[src/rtl/cla_sub_pipe.sv]
`default_nettype none
// +--------------------------------------------------------------------------+
// | cla_sub_pipe : two-stage 32-bit CLA subtractor, a - b - bi, valid/ready  |
// | Rev 1.0                                                                  |
// +--------------------------------------------------------------------------+

// One half-width lookahead adder built from 4-bit carry-lookahead groups.
module cla_sub_half #(
    parameter int N = 16
) (
    input  logic [N-1:0] a,
    input  logic [N-1:0] nb,
    input  logic         cin,
    output logic [N-1:0] sum,
    output logic         cout
);
    localparam int NG = N / 4;

    logic [NG:0] w_c;

    assign w_c[0] = cin;

    generate
        for (genvar k = 0; k < NG; k++) begin : g_grp
            logic [3:0] w_g;
            logic [3:0] w_p;
            logic [3:0] w_ci;
            logic       w_gg;
            logic       w_gp;

            assign w_g = a[4*k +: 4] & nb[4*k +: 4];
            assign w_p = a[4*k +: 4] ^ nb[4*k +: 4];

            assign w_ci[0] = w_c[k];
            assign w_ci[1] = w_g[0] | (w_p[0] & w_c[k]);
            assign w_ci[2] = w_g[1] | (w_p[1] & w_g[0]) | (w_p[1] & w_p[0] & w_c[k]);
            assign w_ci[3] = w_g[2] | (w_p[2] & w_g[1]) | (w_p[2] & w_p[1] & w_g[0])
                           | (w_p[2] & w_p[1] & w_p[0] & w_c[k]);

            assign w_gg = w_g[3] | (w_p[3] & w_g[2]) | (w_p[3] & w_p[2] & w_g[1])
                        | (w_p[3] & w_p[2] & w_p[1] & w_g[0]);
            assign w_gp = &w_p;

            assign w_c[k+1]       = w_gg | (w_gp & w_c[k]);
            assign sum[4*k +: 4]  = w_p ^ w_ci;
        end
    endgenerate

    assign cout = w_c[NG];
endmodule

module cla_sub_pipe #(
    parameter int WIDTH = 32
) (
    input  logic             clk,
    input  logic             reset_n,
    input  logic             in_valid,
    output logic             in_ready,
    input  logic [WIDTH-1:0] a,
    input  logic [WIDTH-1:0] b,
    input  logic             bi,
    output logic             out_valid,
    input  logic             out_ready,
    output logic [WIDTH-1:0] d,
    output logic             bo,
    output logic             ovf,
    output logic             zero
);
    localparam int L = WIDTH / 2;

    logic         r_s1_valid;
    logic [L-1:0] r_s1_sum_lo;
    logic         r_s1_cmid;
    logic [L-1:0] r_s1_a_hi;
    logic [L-1:0] r_s1_nb_hi;

    logic             r_s2_valid;
    logic [WIDTH-1:0] r_d;
    logic             r_bo;
    logic             r_ovf;
    logic             r_zero;

    logic             w_adv1;
    logic             w_adv2;
    logic [L-1:0]     w_nb_lo;
    logic [L-1:0]     w_lo_sum;
    logic             w_lo_cout;
    logic [L-1:0]     w_hi_sum;
    logic             w_hi_cout;
    logic [WIDTH-1:0] w_d_next;
    logic             w_a_msb;
    logic             w_b_msb;

    assign w_adv2   = ~r_s2_valid | out_ready;
    assign w_adv1   = ~r_s1_valid | w_adv2;
    assign in_ready = w_adv1;

    // Subtraction as a + ~b + ~bi.
    assign w_nb_lo = ~b[L-1:0];

    cla_sub_half #(.N(L)) u_lo (
        .a    (a[L-1:0]),
        .nb   (w_nb_lo),
        .cin  (~bi),
        .sum  (w_lo_sum),
        .cout (w_lo_cout)
    );

    cla_sub_half #(.N(L)) u_hi (
        .a    (r_s1_a_hi),
        .nb   (r_s1_nb_hi),
        .cin  (r_s1_cmid),
        .sum  (w_hi_sum),
        .cout (w_hi_cout)
    );

    assign w_d_next = {w_hi_sum, r_s1_sum_lo};
    assign w_a_msb  = r_s1_a_hi[L-1];
    assign w_b_msb  = ~r_s1_nb_hi[L-1];

    always_ff @(posedge clk or negedge reset_n) begin
        if (!reset_n) begin
            r_s1_valid  <= 1'b0;
            r_s1_sum_lo <= '0;
            r_s1_cmid   <= 1'b0;
            r_s1_a_hi   <= '0;
            r_s1_nb_hi  <= '0;
            r_s2_valid  <= 1'b0;
            r_d         <= '0;
            r_bo        <= 1'b0;
            r_ovf       <= 1'b0;
            r_zero      <= 1'b0;
        end else begin
            // Empty stages may load don't-care data; only the valid bits matter.
            if (w_adv1) begin
                r_s1_valid  <= in_valid;
                r_s1_sum_lo <= w_lo_sum;
                r_s1_cmid   <= w_lo_cout;
                r_s1_a_hi   <= a[WIDTH-1:L];
                r_s1_nb_hi  <= ~b[WIDTH-1:L];
            end
            if (w_adv2) begin
                r_s2_valid <= r_s1_valid;
                r_d        <= w_d_next;
                r_bo       <= ~w_hi_cout;
                r_ovf      <= (w_a_msb ^ w_b_msb) & (w_d_next[WIDTH-1] ^ w_a_msb);
                r_zero     <= (w_d_next == '0);
            end
        end
    end

    assign out_valid = r_s2_valid;
    assign d         = r_d;
    assign bo        = r_bo;
    assign ovf       = r_ovf;
    assign zero      = r_zero;
endmodule

`default_nettype wire

[config.mk]
export PLATFORM = sky130hd
export DESIGN_NAME = cla_sub_pipe
export DESIGN_NICKNAME = d
export VERILOG_FILES = /design/src/rtl/cla_sub_pipe.sv
export SDC_FILE = /design/constraint.sdc
export NUM_CORES = 1
export LEC_CHECK = 0
export BUFFER_PORTS_ARGS = -buffer_cell sky130_fd_sc_hd__buf_2
export CAP_MARGIN = 20
export CORE_ASPECT_RATIO = 2
export CORE_MARGIN = 4
export CORE_UTILIZATION = 50
export DETAILED_ROUTE_END_ITERATION = 6
export PLACE_DENSITY = 0.8
export SYNTH_ARGS = -nofsm -noshare
export SYNTH_HDL_FRONTEND = slang
export SYNTH_SLANG_ARGS = --single-unit
[constraint.sdc]
create_clock -name clk -period 4.8 [get_ports clk]
set_input_delay 0.48 -clock clk [delete_from_list [all_inputs] [get_ports clk]]
set_output_delay 0.48 -clock clk [all_outputs]
set_load 0.1 [all_outputs]
* Word level (Yosys, flattened, before mapping)
Cells that the tools add are included.
** Word-level totals
- Register bits :: 86
- Input bits :: 69
- Output and inout port bits :: 37
** Cells by class
- Bitwise gates (word level) :: 236
- Reduce and logical (&&, ||, !) cells :: 9
** Operators with widths (count)
- 1-bit bitwise AND :: 121
- 1-bit OR :: 82
- 4-bit bitwise XOR :: 16
- 4-bit bitwise AND :: 8
- 32-bit logical NOT :: 1
- 16-bit NOT :: 2
- 4-bit AND reduction :: 8
- 1-bit NOT :: 5
- 1-bit bitwise XOR :: 2

* Logic depth before layout (Yosys ltp)
Gate-level depths: netlist of the first run.
- Word-level depth :: 15
- Depth in mapped cells :: 14

* Modules after synthesis
From an unflattened synthesis of the first run, not the netlist that was laid out.
** Second synthesis, totals
- Cell total of the unflattened synthesis :: 412
- Area total of the unflattened synthesis :: 4868.4 µm²
** Modules (own cells, without submodules)
- cla_sub_pipe :: times used 1, cells an instance 234, area an instance 3368.2 µm², seq. area each 2152.1 µm²
- cla_sub_half (u_hi) :: times used 1, cells an instance 91, area an instance 757.0 µm², seq. area each 0.0 µm²
- cla_sub_half (u_lo) :: times used 1, cells an instance 87, area an instance 743.2 µm², seq. area each 0.0 µm²

* Worst setup path before layout of the first run
OpenSTA, ideal clock, no wires.
- Path type :: register to register
- Start :: reg r_s1_a_hi[3]
- End :: reg r_zero (netlist: zero)
- Setup time :: 71 ps
- Data arrival time :: 3145 ps
- Required time :: 4729 ps
- Setup slack :: 1584 ps
- Cell stages (with the launch flop) :: 15
- Cells stage by stage :: dfrtp_1 -> ha_1 -> buf_4 -> nand3_1 -> o2111ai_2 -> nand2_4 -> o211a_4 -> o21bai_4 -> a21o_1 -> fa_1 -> nor4_1 -> nand4_1 -> or4_1 -> nor3_1 -> a32o_1
** On the way
- Elaborated cells on any way between the ends :: 40
** RTL lines
- start, declared :: line 74 : logic [L-1:0] r_s1_a_hi;
- start signal, assigned :: line 139 : r_s1_a_hi <= a[WIDTH-1:L];
- 4-bit bitwise XOR :: line 32 : assign w_p = a[4*k +: 4] ^ nb[4*k +: 4];
- 1-bit bitwise AND, on equally long branches :: line 40, 41
- 1-bit OR (tied with other cells) :: line 40 : assign w_gg = w_g[3] | (w_p[3] & w_g[2]) | (w_p[3] & w_p[2] & w_g[1])
- 1-bit OR / 1-bit bitwise AND (equally long branches) :: line 40, 41
- 1-bit OR :: line 41 : | (w_p[3] & w_p[2] & w_p[1] & w_g[0]);
- 1-bit OR * :: line 44 : assign w_c[k+1] = w_gg | (w_gp & w_c[k]);
- 1-bit bitwise AND * :: line 44
- 1-bit OR * :: line 44
- 1-bit bitwise AND * :: line 44
- 1-bit OR * :: line 44
- 4-bit bitwise XOR * :: line 45 : assign sum[4*k +: 4] = w_p ^ w_ci;
- via u_hi.sum[12] :: line 14 : output logic [N-1:0] sum,
- 32-bit logical NOT * :: line 147 : r_zero <= (w_d_next == '0);
- end signal, assigned :: line 147
- end, declared :: line 81 : logic r_zero;
The timed path passes the listed nets; every way through them passes the cells marked *.
A chain may end at the register's enable or synchronous reset.

* Worst setup path after layout of the first run
- Start :: reg r_s1_nb_hi[3]
- End :: reg r_zero (netlist: zero)
** On the way
- Elaborated cells on any way between the ends :: 40
** RTL lines
- start, declared :: line 75 : logic [L-1:0] r_s1_nb_hi;
- start signal, assigned :: line 140 : r_s1_nb_hi <= ~b[WIDTH-1:L];
- 4-bit bitwise XOR :: line 32
- 1-bit bitwise AND, on equally long branches :: line 40, 41
- 1-bit OR (tied with other cells) :: line 40
- 1-bit OR / 1-bit bitwise AND (equally long branches) :: line 40, 41
- 1-bit OR :: line 41
- 1-bit OR * :: line 44
- 1-bit bitwise AND * :: line 44
- 1-bit OR * :: line 44
- 1-bit bitwise AND * :: line 44
- 1-bit OR * :: line 44
- 4-bit bitwise XOR * :: line 45
- via u_hi.sum[12] :: line 14
- 32-bit logical NOT * :: line 147
Marked as above.

==> impl_metrics.tcl, run 1 <==
set metrics [dict create \
    status "finished clean" \
    grt.overflow.total 0 \
    postCtsSetupBuffers 0 \
    cp.required_ns 5.07 \
    worstSetupPathType "reg -> reg" \
    clock_path_buffers 2 \
    area_delta_synth_final_pct 20.1 \
    cts.sink_count 86 \
    drt_iter0_drc 303 \
    tightest_slew_ns 1.07 \
    post_drt_via_cell_ratio 5.41 \
    grt_use_total 0.202 \
    hold_class "in -> reg" \
    ir_worst_vdd_v 0.000240 \
    power_density_nw_per_um2 541 \
    yosysSeqAreaShare 0.465 \
    drc 0 \
    holdWs_ns 0.302 \
    dr_total_vias 3829 \
    diodes 0 \
    ant_nets 0 \
    post-route-period-util 0.770 \
    start_kind "register" \
    end_kind "register" \
    synth.distinct_cells 50 \
    htree_levels 3 \
    synth_nets 611 \
    drv_slew 0 \
    hpwl_mm 8.32 \
    wl_mm 10.9 \
    gp_congestion 0.891 \
    fin_setup_tns_ns 0 \
    initial_core_util 0.513 \
    nFillCells 751 \
    die_w_um 76.0 \
    synth_top_area_frac 0.465 \
    rows 49 \
    fin_nets 711 \
    period_needed_ns 3.69 \
    synth_cells 502 \
    grt_max_degree 87 \
    ioPinCount 106 \
    ys.flop_type "dfrtp_1" \
    syn_area_per_cell_um2 9.22 \
    cts_made_buffers 9 \
    dieArea_um2 10900 \
    core_area_um2 9010 \
    rsz0062_at_grt "false" \
    clockRootBuffer "clkbuf_16" \
    io_buffers 105 \
    cts_tree "yes" \
    synth-edff-count 0 \
    synthTopCellsByArea "dfrtp_1, nand2_1, ha_1" \
    path_clk_slew_ns 0.06 \
    relSlewSlack 0.285 \
    hold_viol 0 \
    dr.pass1.iters 4 \
    crit_fanout 7 \
    grt_pass1_wl_mm 18.0 \
    mostFrequentLayoutCell "nand2_1" \
    final_cell_mix "nand2_1, buf_2, dfrtp_1, nor2_1, a21oi_1" \
    insertion_delay_ns 0.33 \
    max_freq_ghz 0.271 \
    drive_gt1_frac 0.231 \
    p_leak_uw 0.00283 \
    ys_seq_elements 86 \
    avgRoutedWirePerCell_um 15.3 \
    arrival_ns 3.97 \
    ys.warnings.count 0 \
    die_h_um 144 \
    cap_violations 0 \
    grt_pass1_vias 3943 \
    netlist_area_um2 4630 \
    power_uw 3010 \
    antenna_found_initial 0 \
    setup_violations 0 \
    yosysTopAreaCell "dfrtp_1" \
    async_flop_share 1.00 \
    fin_worst_skew_ns 0.00308 \
]
-- where the power goes --
part / internal [uW] / switching, uW / total, uW
logic: 296 / 1020 / 1320
clock network: 450 / 264 / 713
registers: 875 / 102 / 977
-- Yosys cell counts, types with 3 or more instances --
cell type / n
a21o_1: 5
a21oi_1: 46
a31oi_1: 5
and2_1: 3
buf_2: 8
clkbuf_1: 11
dfrtp_1: 86
fa_1: 8
ha_1: 32
inv_1: 30
nand2_1: 125
nand2b_1: 5
nand3_1: 3
nand4_1: 5
nor2_1: 47
nor3_1: 6
nor4_1: 3
o21ai_0: 6
o21ai_1: 6
xnor2_1: 15
xor2_1: 12
-- worst max-delay path, cell delays in order (launching register included) --
cell	delay, ns
dfrtp_1	0.39
ha_1	0.44
nand3_1	0.14
o2111ai_2	0.26
nand2_4	0.13
o211a_4	0.30
o21bai_4	0.14
a21o_1	0.16
fa_1	0.44
nor4_1	0.29
nand4_1	0.14
or4_1	0.48
nor3_1	0.15
a32o_1	0.17
-- worst paths after layout --
check / start / end / slack, ns / cells after the start
worst max-delay path: r_s1_nb_hi[3]$_DFFE_PN0P_ / zero$_DFFE_PN0P_ / 1.11 / 13
worst min register to register: d[6]$_DFFE_PN0P_ / d[6]$_DFFE_PN0P_ / 0.46 / 2
max in group asynchronous: reset_n / r_s1_sum_lo[14]$_DFFE_PN0P_ / 3.66 / 3
min in group asynchronous: reset_n / d[6]$_DFFE_PN0P_ / 0.53 / 2
worst max register to register: r_s1_nb_hi[3]$_DFFE_PN0P_ / zero$_DFFE_PN0P_ / 1.11 / 13
worst min-delay path: b[26] / r_s1_nb_hi[10]$_DFFE_PN0P_ / 0.30 / 2
-- final cells by class --
class	instances	area, um2	share of cell area
well taps	102	128	0.0230
multi-input cells	365	2270	0.409
inverters	30	113	0.0203
repair buffers	110	588	0.106
clock inverters	5	75.1	0.0135
clock buffers	10	229	0.0412
flip-flops and latches	86	2150	0.387
-- state kept, by name, summed over array words and instances, names as in the netlist, 16 cells and up --
signal,cells
d,32
r_s1_nb_hi,16
r_s1_sum_lo,16
r_s1_a_hi,16
-- repair_timing --
action | CTS | global route
hold buffers | 0 | 1
resized for setup | 0 | 0
hold endpoints to repair | 0 | 12
-- stage by stage --
stage / worst slack, ns / utilization / cell area, um2 / std cells
6_report: 1.11 / 0.617 / 5560 / 708
5_1_grt: 0.910 / 0.617 / 5560 / 708
3_3_place_gp: 1.42 / 0.579 / 5220 / 691
2_1_floorplan: 1.58 / - / 4630 / 502
4_1_cts: 1.11 / 0.612 / 5520 / 706
3_5_place_dp: 1.21 / 0.579 / 5220 / 691
-- cells by family (layout without fill, tap and decap cells) --
logic type,after synthesis,count (layout),synth area share
compound gates,91,91,0.130
flops,86,86,0.465
xor+xnor,27,27,0.0511
simple gates,206,206,0.186
buf+inv,51,155,0.0443
fa+ha+maj,40,40,0.121
mux,1,1,0.00216
-- routing by layer --
layer | part of all wire | track usage | up-vias
met3 | 0.045 | 0.0387 | 21
met1 | 0.37 | 0.219 | 1839
met2 | 0.56 | 0.372 | 115
li1 | - | - | 1854
met5 | 0 | 0 | -
met4 | 0.029 | 0.100 | 0
Power figures use the tool's default switching activity.
==> run 2: changes to the inputs <==
Settings changed: CORE_UTILIZATION 50 to 49, PLACE_DENSITY 0.8 to 0.81.
Clock period 4.8 ns to 3.22 ns, I/O delays scaled along.
==> impl_metrics.tcl, run 2 (synthesis results as in run 1) <==
set metrics [dict create \
    status "finished clean" \
    io_buffers 105 \
    drt_iter0_drc 237 \
    antenna_found_initial 0 \
    grt_max_degree 87 \
    ioPinCount 106 \
    arrival_ns 3.48 \
    worst_slack_ns 0.0193 \
    dieArea_um2 11200 \
    dr_total_vias 3951 \
    stdcell_area_um2 5890 \
    post_drt_via_cell_ratio 5.43 \
    setup_violations 0 \
    ir_worst_vdd_v 0.000409 \
    post-route-period-util 0.994 \
    hpwl_mm 8.58 \
    area_delta_synth_final_pct 27.2 \
    grt.overflow.total 0 \
    max_freq_ghz 0.312 \
    grt_pass1_wl_mm 19.3 \
    diodes 0 \
    cts_made_buffers 9 \
    final_cell_mix "nand2_1, buf_2, dfrtp_1, nor2_1, a21oi_1" \
    crit_fanout 2 \
    cts.sink_count 86 \
    drc 0 \
    grt_use_total 0.215 \
    largest_register_ffs 32 \
    gp_congestion 0.892 \
    rsz0062_at_grt "true" \
    worstSetupPathType "reg -> reg" \
    relSlewSlack 0.476 \
    wl_mm 11.8 \
    power_density_nw_per_um2 808 \
    rows 49 \
    mostFrequentLayoutCell "nand2_1" \
    p_leak_uw 0.00297 \
    slowest_delay_ns 0.55 \
    drive_gt1_frac 0.281 \
    drv_slew 0 \
    period_needed_ns 3.20 \
    cp.required_ns 3.50 \
    cp_cell_sequence "ha_4 > a21oi_4 > o2111ai_4 > nand2_4 > o211a_4 > o21bai_4 > a21o_1 > fa_2 > xnor2_2 > nand4_1 > or4_4 > nor3_4 > a32o_1" \
    die_h_um 145 \
    grt_pass1_vias 4261 \
    clockRootBuffer "clkbuf_16" \
    core_area_um2 9140 \
    pre_cts_slack_ns -0.162 \
    clock_path_buffers 2 \
    end_kind "register" \
    htree_levels 3 \
    die_w_um 76.7 \
    path_clk_slew_ns 0.06 \
    fin_nets 731 \
    dr.pass1.iters 4 \
    hold_viol 0 \
    insertion_delay_ns 0.34 \
    placed_area_um2 5320 \
    avgRoutedWirePerCell_um 16.2 \
    post-route-util 0.644 \
    ant_nets 0 \
    cp_top_family "compound AO/OA/AOI/OAI gates" \
    cp_slowest_cell "or4_4" \
    cts_tree "yes" \
    cap_violations 0 \
    start_kind "register" \
    initial_core_util 0.507 \
    crit_buf_inv 0 \
    fin_worst_skew_ns 0.00447 \
    hold_class "in -> reg" \
    holdWs_ns 0.144 \
    tightest_slew_ns 0.786 \
]
==> run 2: cell count changes in the layout (fill, tap and decap cells not counted), moves of 2 or more <==
cell,previous run,this run
buf_4,4,24
clkinv_2,3,1
ha_1,32,27
ha_4,0,4
nor3_1,6,4
xnor2_1,15,13
xnor2_2,0,2
==> run 2: what timing repair did <==
item / 4_1_cts / 5_1_grt
endpoints found under the setup margin: 1 / 1
setup buffers: 5 / 1
pin swaps: 13 / 9
gates cloned: 0 / 0
hold buffers: 0 / 1
gates resized for setup: 11 / 10
hold endpoints to repair: 0 / 9
==> run 2: path summary, 6_finish.rpt <==
check,endpoint,from,cells past startpoint,slack [ns]
worst max-delay path,zero$_DFFE_PN0P_,r_s1_a_hi[0]$_DFFE_PN0P_,13,0.02
worst min-delay path,r_s1_nb_hi[6]$_DFFE_PN0P_,b[22],2,0.14
worst max register to register,zero$_DFFE_PN0P_,r_s1_a_hi[0]$_DFFE_PN0P_,13,0.02
worst min register to register,d[20]$_DFFE_PN0P_,d[20]$_DFFE_PN0P_,2,0.46
max in group asynchronous,r_s1_nb_hi[13]$_DFFE_PN0P_,reset_n,3,2.28
min in group asynchronous,d[7]$_DFFE_PN0P_,reset_n,2,0.36
==> run 2: per-stage QoR <==
| stage | TNS (ns) | power [uW] | instances |
|---|---|---|---|
| final | 0 | 4760 | 728 |
| after global routing | -0.0802 | 4970 | 728 |
| after CTS | -0.0248 | 4720 | 725 |
| after detailed placement | -0.162 | 3490 | 705 |
| after global placement | 0 | 3430 | 705 |
| after floorplan | 0 | 3020 | 502 |
==> run 2: power by group <==
| group | switching, uW | internal [uW] | total, uW | leakage [uW] |
|---|---|---|---|---|
| Clock | 400 | 773 | 1170 | 0.000166 |
| Combinational | 1580 | 538 | 2120 | 0.00180 |
| Sequential | 159 | 1300 | 1460 | 0.00100 |
| Total | 2140 | 2610 | 4760 | 0.00297 |
==> run 2: area by class of cell <==
class	instances	area (um2)
Inverter	30	113
Fill cell	696	3250
Multi-Input combinational cell	365	2420
Clock inverter	4	95.1
Sequential cell	86	2150
Clock buffer	11	243
Tap cell	102	128
Timing Repair Buffer	130	738
==> run 2: per-layer routing <==
layer	GRT usage	routed length, um	vias to the layer above
met5	0	0	-
met4	0.145	495	0
met3	0.0397	596	37
met2	0.391	6550	119
met1	0.218	4150	1899
li1	-	-	1896
==> run 3: changes to the inputs <==
Settings changed: CORE_UTILIZATION 49 to 50, PLACE_DENSITY 0.81 to 0.82, SYNTH_HIERARCHICAL from default to 1.
==> impl_metrics.tcl, run 3 <==
set metrics [dict create \
    ys_seq_elements 86 \
    area_delta_synth_final_pct 19.8 \
    crit_buf_inv 1 \
    period_needed_ns 2.94 \
    insertion_delay_ns 0.33 \
    synth.distinct_cells 59 \
    path_clk_slew_ns 0.06 \
    yosysTopAreaCell "dfrtp_1" \
    io_buffers 105 \
    syn_area_per_cell_um2 11.8 \
    antenna_found_initial 0 \
    cp_slowest_cell "dfrtp_1" \
    die_h_um 148 \
    drt_iter0_drc 102 \
    cts_made_buffers 9 \
    start_kind "register" \
    ys_top_cells_by_count "dfrtp_1, mux2_2, inv_1" \
    arrival_ns 3.18 \
    synth_nets 521 \
    grt.overflow.total 0 \
    largest_register_ffs 32 \
    ant_nets 0 \
    wl_mm 10.6 \
    synthTopCellsByArea "dfrtp_1, mux2_2, ha_1" \
    pwr-share-comb 0.478 \
    synth_cells 412 \
    relSlewSlack 0.593 \
    rsz0062_at_grt "false" \
    cp_cell_sequence "ha_1 > a21oi_1 > o21ai_1 > a21o_2 > a21oi_4 > inv_1 > fa_1 > xor2_1 > nor4_2 > nand4_1 > o31ai_1" \
    hold_viol 0 \
    postCtsSetupBuffers 0 \
    synth_top_family_by_area "multiplexers" \
    grt_max_degree 87 \
    switching_share 0.474 \
    crit_fanout 4 \
    worstSetupPathType "reg -> reg" \
    avgRoutedWirePerCell_um 16.2 \
    power.internal_uw 2630 \
    diodes 0 \
    drv_slew 0 \
    setup_violations 0 \
    post-route-period-util 0.914 \
    synth-compound-area-share 0.107 \
    ys.flop_type "dfrtp_1" \
    dieArea_um2 11500 \
    ys.warnings.count 6 \
    synth.most_common_cell "dfrtp_1" \
    clock_path_buffers 2 \
    hold_class "in -> reg" \
    clockRootBuffer "clkbuf_16" \
    power.switching_uw 2370 \
    synth-edff-count 0 \
    drive_gt1_frac 0.388 \
    ioPinCount 106 \
    core_area_um2 9450 \
    cts.sink_count 86 \
    cp.required_ns 3.45 \
    rows 50 \
    slowest_delay_ns 0.37 \
    cts_tree "yes" \
    r2r_start "r_s1_a_hi[5]$_DFFE_PN0P_" \
    dr_total_vias 3483 \
    holdWs_ns 0.149 \
    synth_top_area_frac 0.442 \
    fin_nets 630 \
    initial_core_util 0.515 \
    yosys.area_share.xor_xnor 0.0324 \
    cap_violations 0 \
    hold_path_depth 2 \
    rr_endpoint "zero$_DFFE_PN0P_" \
    hpwl_mm 8.49 \
    synthSimpleGateAreaFrac 0.0943 \
    grt_pass1_wl_mm 17.7 \
    drc 0 \
    htree_levels 3 \
    muxShareOfSynthArea 0.159 \
    yosysSeqAreaShare 0.442 \
    die_w_um 77.8 \
    seq_power_share 0.303 \
    post_drt_via_cell_ratio 5.31 \
    power_density_nw_per_um2 857 \
    dr.pass1.iters 4 \
    synth_fa_ha_area_frac 0.115 \
    ir_worst_vdd_v 0.000435 \
    cp_top_family "compound AO/OA/AOI/OAI gates" \
    max_freq_ghz 0.340 \
    rrSetupSlack_ns 0.28 \
    p_leak_uw 0.00280 \
    fin_setup_tns_ns 0 \
    async_flop_share 1.00 \
    final_cell_mix "buf_2, dfrtp_1, mux2_2, inv_1, ha_1" \
    holdPathEnd "r_s1_nb_hi[13]$_DFFE_PN0P_" \
    grt_pass1_vias 3734 \
    tightest_slew_ns 0.610 \
    fin_worst_skew_ns 0.00701 \
    gp_congestion 0.881 \
    grt_use_total 0.197 \
    status "finished clean" \
    clkPwrFrac 0.220 \
    min-delay-start "b[29]" \
    end_kind "register" \
    ff2ff_path_depth 11 \
    netlist_area_um2 4870 \
    mostFrequentLayoutCell "buf_2" \
]
==> run 3: cell count changes in the layout (fill, tap and decap cells not counted), sizes merged, moves of 4 or more <==
| cell | delta |
|---|---|
| nand2 | -112 |
| mux2 | +65 |
| buf | -20 |
| nor2 | -16 |
| a21oi | -15 |
| o21ai | -7 |
| nor4 | +6 |
| a21o | +5 |
| xnor2 | -5 |
| a31oi | -4 |
| inv | +4 |
| xor2 | -4 |
==> run 3: metrics by stage <==
step                worst slack [ns]  std cells  instance area (um2)  power, uW   util
floorplan                      0.654        412                 4870       3460      -
global placement               0.304        638                 5460       3860  0.578
detailed placement             0.203        638                 5460       3920  0.578
CTS                            0.194        654                 5790       5030  0.613
global route                  0.0994        656                 5830       5220  0.617
finish                         0.277        656                 5830       5000  0.617
==> run 3: area by class of cell <==
| type | instances | area [um2] |
|---|---|---|
| Fill cell | 756 | 3610 |
| Multi-Input combinational cell | 280 | 2480 |
| Sequential cell | 86 | 2150 |
| Timing Repair Buffer | 110 | 588 |
| Clock buffer | 11 | 243 |
| Tap cell | 130 | 163 |
| Inverter | 34 | 128 |
| Clock inverter | 5 | 82.6 |
==> run 3: worst max-delay path by stage <==
stage | startpoint | depth (start not counted) | slack (ns) | end
3_3_place_gp | r_s1_a_hi[7]$_DFFE_PN0P_ | 11 | 0.30 | zero$_DFFE_PN0P_
4_1_cts | r_s1_a_hi[7]$_DFFE_PN0P_ | 11 | 0.19 | zero$_DFFE_PN0P_
6_report | r_s1_a_hi[5]$_DFFE_PN0P_ | 11 | 0.28 | zero$_DFFE_PN0P_
5_1_grt | r_s1_a_hi[5]$_DFFE_PN0P_ | 11 | 0.1 | zero$_DFFE_PN0P_
2_1_floorplan | r_s1_a_hi[2]$_DFFE_PN0P_ | 11 | 0.65 | zero$_DFFE_PN0P_
3_5_place_dp | r_s1_a_hi[7]$_DFFE_PN0P_ | 11 | 0.20 | zero$_DFFE_PN0P_
==> run 3: power groups by stage <==
stage                     clock network, uW  registers (uW)  logic (uW)
after CTS                              1120            1520        2390
final                                  1100            1510        2390
after floorplan                           0            2740         721
after global routing                   1170            1550        2500
after detailed placement                  0            1540        2390
after global placement                    0            1520        2340
==> run 3: cell families (layout without fill, tap and decap cells) <==
logic type / count (synthesis) / in the layout
AO/OA/AOI/OAI: 70 / 70
XOR/XNOR: 18 / 18
adder cells (fa/ha/maj): 40 / 40
buffers and inverters: 46 / 160
flip-flops: 86 / 86
multiplexers: 68 / 68
AND/OR/NAND/NOR: 84 / 84
==> run 3: repair_timing <==
item / CTS / global route
endpoints found under the hold margin: 0 / 8
gates resized for setup: 0 / 1
hold buffers: 0 / 1
endpoints found under the setup margin: 0 / 1
==> run 3: per-layer routing <==
metal,track usage,part of all wire,vias to the layer above
met3,0.0329,0.039,20
met2,0.390,0.59,93
li1,-,-,1672
met5,0,0,-
met4,0.0918,0.031,0
met1,0.190,0.34,1698
